### src/rtl/booth_divider.sv
// Signed 8-bit restoring divider, one step per clock; 9 cycles start-to-done, start ignored while busy.
// Optional DIV_ZERO_DETECT_EN short-circuits a zero divisor to a 1-cycle flagged result.
module booth_divider (
   input  logic       clk,
   input  logic       rst_n,
   input  logic       start,
   input  logic [7:0] dividend,
   input  logic [7:0] divisor,
   output logic       busy,
   output logic       done,
   output logic [7:0] quotient,
   output logic [7:0] remainder,
   output logic       div_by_zero
);

   typedef enum logic [1:0] {IDLE, CALC, FIX, DONE} state_t;

   state_t     state;
   logic [7:0] q_reg;
   logic [7:0] m_reg;
   logic [8:0] a_reg;
   logic       sign_q;
   logic       sign_r;
   logic [3:0] cnt;

   logic [7:0] dvd_abs;
   logic [7:0] dvs_abs;
   logic [9:0] trial;

   // |-128| = 128 still fits in the unsigned 8-bit magnitude
   assign dvd_abs = dividend[7] ? (~dividend + 8'd1) : dividend;
   assign dvs_abs = divisor[7]  ? (~divisor  + 8'd1) : divisor;

   // Shifted partial remainder never exceeds 255, so bit 9 is a valid borrow/sign
   assign trial = {a_reg, q_reg[7]} - {2'b00, m_reg};

`ifdef DIV_ZERO_DETECT_EN
   logic dz_flag;
   logic dz_pend;
   assign div_by_zero = dz_flag;
`else
   assign div_by_zero = 1'b0;
`endif

   always_ff @(posedge clk or negedge rst_n) begin
      if (!rst_n) begin
         state     <= IDLE;
         q_reg     <= 8'h00;
         m_reg     <= 8'h00;
         a_reg     <= 9'h000;
         sign_q    <= 1'b0;
         sign_r    <= 1'b0;
         cnt       <= 4'd0;
         busy      <= 1'b0;
         done      <= 1'b0;
         quotient  <= 8'h00;
         remainder <= 8'h00;
`ifdef DIV_ZERO_DETECT_EN
         dz_flag   <= 1'b0;
         dz_pend   <= 1'b0;
`endif
      end else begin
         case (state)
            IDLE: begin
               if (start) begin
                  q_reg  <= dvd_abs;
                  m_reg  <= dvs_abs;
                  a_reg  <= 9'h000;
                  sign_q <= dividend[7] ^ divisor[7];
                  sign_r <= dividend[7];
                  cnt    <= 4'd8;
                  busy   <= 1'b1;
                  state  <= CALC;
`ifdef DIV_ZERO_DETECT_EN
                  dz_flag <= 1'b0;
                  // Raw dividend is parked in q_reg to become the remainder
                  if (divisor == 8'h00) begin
                     q_reg   <= dividend;
                     busy    <= 1'b0;
                     dz_pend <= 1'b1;
                     state   <= DONE;
                  end
`endif
               end
            end

            CALC: begin
               if (trial[9]) begin
                  a_reg <= {a_reg[7:0], q_reg[7]};
                  q_reg <= {q_reg[6:0], 1'b0};
               end else begin
                  a_reg <= trial[8:0];
                  q_reg <= {q_reg[6:0], 1'b1};
               end
               cnt <= cnt - 4'd1;
               if (cnt == 4'd1) begin
                  state <= FIX;
               end
            end

            FIX: begin
               quotient  <= sign_q ? (~q_reg + 8'd1) : q_reg;
               remainder <= sign_r ? (~a_reg[7:0] + 8'd1) : a_reg[7:0];
               busy      <= 1'b0;
               done      <= 1'b1;
               state     <= DONE;
            end

            DONE: begin
               done  <= 1'b0;
               state <= IDLE;
`ifdef DIV_ZERO_DETECT_EN
               if (dz_pend) begin
                  dz_pend   <= 1'b0;
                  dz_flag   <= 1'b1;
                  quotient  <= 8'h00;
                  remainder <= q_reg;
                  done      <= 1'b1;
                  state     <= DONE;
               end
`endif
            end

            default: begin
               busy  <= 1'b0;
               done  <= 1'b0;
               state <= IDLE;
            end
         endcase
      end
   end

endmodule

### config.mk
export PLATFORM = sky130hd
export DESIGN_NAME = booth_divider
export DESIGN_NICKNAME = d
export VERILOG_FILES = /design/src/rtl/booth_divider.sv
export SDC_FILE = /design/constraint.sdc
export NUM_CORES = 1
export LEC_CHECK = 0
export ABC_AREA = 1
export CORE_MARGIN = 3
export CORE_UTILIZATION = 45
export CTS_CLUSTER_SIZE = 14
export DETAILED_ROUTE_END_ITERATION = 6
export GPL_ROUTABILITY_DRIVEN = 0
export PLACE_DENSITY = 0.72
export SYNTH_ARGS = -nofsm -noshare
export SYNTH_HDL_FRONTEND = slang
export SYNTH_SLANG_ARGS = --single-unit
### constraint.sdc
create_clock -name clk -period 2.5 [get_ports clk]
set_clock_uncertainty 0.15 [all_clocks]
set_input_delay 0.5 -clock clk [delete_from_list [all_inputs] [get_ports clk]]
set_output_delay 0.5 -clock clk [all_outputs]
set_load 0.005 [all_outputs]
== Yosys cells after proc, flatten, opt, wreduce, memory -nomap -nowiden ==
Index checks and enable logic that the tools add are counted.

* Add/sub/neg operators: 6
* Eq/ne operators: 6
* Mux-type cells: 18
* Bitwise gates (word level): 5
* Reductions and logical operators: 8

{| class="wikitable"
|+ Operators by type and width
! cell !! count
|-
| 2-to-1 mux 8 bit || 5
|-
| adder 8 x 1 -> 8 bit (second input constant) || 4
|-
| inverter 8 bit || 4
|-
| 2-to-1 mux 9 bit || 2
|-
| one-hot mux 9 bit (2 select lines) || 1
|-
| one-hot mux 8 bit (2 select lines) || 1
|-
| subtractor 10 x 8 -> 10 bit || 1
|-
| one-hot mux 2 bit (4 select lines) || 1
|-
| one-hot mux 4 bit (2 select lines) || 1
|-
| AND reduction 2 bit || 4
|-
| nonzero test 2 bit || 3
|-
| equality test 2 bit (second input constant) || 2
|-
| equality test 4 x 1 -> 1 bit (second input constant) || 1
|-
| 2-to-1 mux 2 bit || 2
|-
| 2-to-1 mux 4 bit || 1
|-
| inequality test 2 bit (second input constant) || 2
|-
| one-hot mux 1 bit (2 select lines) || 2
|-
| subtractor 4 x 1 -> 4 bit (second input constant) || 1
|-
| equality test 2 x 1 -> 1 bit (second input constant) || 1
|-
| zero test 2 bit || 1
|-
| 2-to-1 mux 1 bit || 2
|-
| XOR 1 bit || 1
|}

* Register bits after elaboration: 51
* Input port bits: 19
* Word-level logic and storage cells: 54

== Longest topological paths before layout ==
* Depth after elaboration: 5
* Mapped depth: 13
* Mapped depth without buffers: 13

== Worst setup path before layout ==
OpenSTA, ideal clock, no wires.

* Path kind: reg2reg
* Start: reg q_reg[7]
* End: reg a_reg[8]
* Setup time: 0.117 ns
* Arrival: 1.567 ns
* Required time: 2.233 ns
* Slack: 0.665 ns
* Cell stages (with the launch flop): 13
* Buffers on the path: 0
* Clock period less this slack: 1.835 ns
* Cells stage by stage: dfrtp_1 inv_1 ha_1 inv_1 fa_1 nand2_1 nand2_1 nand2_1 nand3_1 nand2_1 nand3_1 nand3_1 nand2_1

* Cells in the longest elaborated chain, start to end: 3

{| class="wikitable"
|+ Ends and longest elaborated chain
! what !! RTL line !! source
|-
| start, declared || 19 || <nowiki>logic [7:0] q_reg;</nowiki>
|-
| start signal, assigned || 66 || <nowiki>q_reg <= dvd_abs;</nowiki>
|-
| start signal, assigned || 90 || <nowiki>q_reg <= {q_reg[6:0], 1'b0};</nowiki>
|-
| start signal, assigned || 93 || <nowiki>q_reg <= {q_reg[6:0], 1'b1};</nowiki>
|-
| subtractor 10 x 8 -> 10 bit || 35 || <nowiki>assign trial = {a_reg, q_reg[7]} - {2'b00, m_reg};</nowiki>
|-
| 2-to-1 mux 9 bit || 88 || <nowiki>if (trial[9]) begin</nowiki>
|-
| one-hot mux 9 bit (2 select lines) || 63 || <nowiki>case (state)</nowiki>
|-
| end signal, assigned || 89 || <nowiki>a_reg <= {a_reg[7:0], q_reg[7]};</nowiki>
|-
| end signal, assigned || 92 || <nowiki>a_reg <= trial[8:0];</nowiki>
|-
| end, declared || 21 || <nowiki>logic [8:0] a_reg;</nowiki>
|}

No other way between the ends.
A chain may end at the register's enable or synchronous reset.

== Worst setup path after layout ==
* Start: reg state[1]
* End: reg q_reg[2]

* Cells in the longest elaborated chain, start to end: 3
* Elaborated cells between the ends (all ways): 6
* Those cells by class: eq/ne: 2; mux: 1; reduce/logical: 3

{| class="wikitable"
|+ Ends and longest elaborated chain
! what !! RTL line !! source
|-
| start, declared || 18 || <nowiki>state_t state;</nowiki>
|-
| start signal, assigned || 47 || <nowiki>state <= IDLE;</nowiki>
|-
| start signal, assigned || 73 || <nowiki>state <= CALC;</nowiki>
|-
| start signal, assigned || 97 || <nowiki>state <= FIX;</nowiki>
|-
| equality test 2 x 1 -> 1 bit / zero test 2 bit (equally long branches) || 63 ||
|-
| nonzero test 2 bit (no source line) / inequality test 2 bit (equally long branches) || n/a ||
|-
| AND reduction 2 bit (no source line) || n/a ||
|}

Parallel ways exist; a longest one is shown, timed or not.

==> run summary <==
Peak Freq: 461 MHz
slew margin rel.: 56.4%
Yosys cell types: 36
post-synthesis register bit count: 51
Die H: 91.7 um
CTS root buf: clkbuf_8
combinational fraction of design power: 59.1%
Clock power frac: 12.7%
syn nets: 474
Critical Path Source: state[1]
Clock Tree Buf Depth: 2
Largest register FFs: 9
r2r startpoint: state[1]
Worst Path Max Fanout: 15
Final min period: 2.17 ns
Port Buffer Count: 36
routed wire length per instance: 12.7 um
core area: 6940 um^2
Syn-to-layout area delta: 18.0%
Clock Latency Late Sink: 0.30 ns
CTS sink count: 51
Sw Share: 45.9%
Rows: 30
unrepaired setup endpoints after global routing: no
# DRC: 0
First DRT Iteration DRCs: 170
Final ANT Viol Nets: 0
postcts setup bufs: 0
total grt overflow: 0
largest net degree at the start of global routing: 52
Synth area leaders: dfrtp_1, nand2_1, inv_1
area leader, netlist: dfrtp_1
Hold-fix buffers, CTS: 0
Sw Pwr: 0.00248 W
# IOs: 38
Clock transition at path regs: 0.10 ns
Pwr Total: 0.00541 W
HP Class: in -> async
YS warnings: 0
PostCTS Resize Cnt: 0
most frequent cell after synthesis: nand2_1
Post-synth EDFFs: 0
commonest cells in the netlist: nand2_1, inv_1, dfrtp_1
startpoint types: flip-flop
Pleak: 1.95 nW
Synth async-reset ratio: 100%
CP arrival: 2.25 ns
Initial Utilization: 47.6%
x dimension of the die: 91.7 um
count of final max-slew check failures: 0
sequential share of the synthesized area: 38.6%
Final Cycle Share: 86.7%
critical path required time: 2.58 ns
Crit Path Class: reg -> reg
global-route wire length before repair: 12,500 um
share of total power in sequential cells: 28.2%
post-synthesis area per instance: 7.58 um^2
setup_tns: 0 ns
Die ar.: 8400 um^2
Slew @ Worst Pin: 0.654 ns
n_diodes: 0
layout cells sized above 1: 5.71%
Power Density: 1390 nW/um^2
Synth top area share: 38.6%
detailed-route wire length: 7250 um
Worst Setup End Kind: flip-flop
MaxCap Viol Count: 0
Total GRT Usage: 17.9%
HPWL after detailed placement: 5520 um
ys flop type: dfrtp_1
Internal: 0.00293 W
post-synthesis cell area: 3300 um^2
maximum VDD drop: 0.00101 V
number of global-route vias before repair: 2,683
H-tree Lvls: 2
CTS Buf Count: 5
initial antenna violation count: 0
vias per inst: 5.11
# setup viols final: 0
router iterations before antenna repair: 5
CTS tree: yes
routed vias: 2,909
Mapped Cells: 436
Fin. Hold Viols: 0
status: finished clean
NumNets Final: 510
-- logic make-up (layout without fill, tap and decap cells) --
family	Yosys count	count (layout)	synth area share [%]
simple gates	192	192	26.3
compound gates	73	73	12.2
other cells	1	1	0.114
buf+inv	77	114	9.20
flops	51	51	38.6
xor+xnor	23	23	6.10
fa+ha+maj	19	19	7.42
-- layout by cell type, fill, tap and decap left out, types with 2 or more instances in the layout --
cell,count
a21oi_1,16
buf_4,6
bufinv_16,2
clkbuf_8,5
clkdlybuf4s50_1,35
dfrtp_1,51
ha_1,18
inv_1,64
nand2_1,104
nand2_2,2
nand2_4,2
nand3_1,39
nand3b_1,2
nand4_1,4
nand4_2,2
nor2_1,25
nor3_1,5
o211ai_1,4
o21ai_0,43
o22ai_1,3
o31ai_1,2
xnor2_1,7
xor2_1,16
-- final cells by class --
type	instances	area [um^2]
tap	96	120
fill	636	3050
clock buffer	5	68.8
sequential	51	1280
inverter	64	240
timing repair buffer	42	400
clock inverter	3	67.6
multi-input combinational	308	1720
-- worst paths after layout --
path                                end  slack, ns  depth (start not counted)
min in group clk           remainder[5]       0.34                          2
min                         quotient[4]       0.14                          2
min reg2reg                remainder[5]       0.34                          2
max                            q_reg[2]       0.33                          8
max reg2reg                    q_reg[2]       0.33                          8
max in group asynchronous        cnt[1]       1.61                          2
-- critical path: stages, from the launching register on --
cell and delay [ns]:
dfrtp_1 0.41, inv_1 0.11, ha_1 0.38, inv_1 0.12, o21ai_2 0.27, inv_1 0.29, a21oi_1 0.19, o21ai_0 0.10
o21ai_0 0.09
-- per-layer routing --
metal	track usage, %	vias up	share of wire, %
li1	-	1473	-
met1	26.0	1350	47
met2	28.2	80	48
met3	2.54	6	4.4
met4	4.52	0	0.73
met5	0	-	0
-- power groups by stage --
stage               sequential (W)  combinational [W]  clock [W]
floorplan                  0.00145            0.00235          0
global placement           0.00152            0.00311          0
detailed placement         0.00154            0.00319          0
CTS                        0.00153            0.00321   0.000701
global route               0.00158            0.00366   0.000735
finish                     0.00153            0.00320   0.000685
-- per-stage QoR --
step | instances | hold WS (ns) | cell area (um^2) | setup WS [ns] | utilization, %
after global placement | 561 | 0.316 | 3760 | 0.398 | 54.1
after floorplan | 436 | 0.0544 | 3300 | 0.665 | -
after detailed placement | 561 | 0.323 | 3760 | 0.363 | 54.1
final | 569 | 0.139 | 3900 | 0.333 | 56.1
after CTS | 569 | 0.160 | 3900 | 0.330 | 56.1
after global routing | 569 | 0.197 | 3900 | 0.110 | 56.1
(Power assumes the default switching activity.)
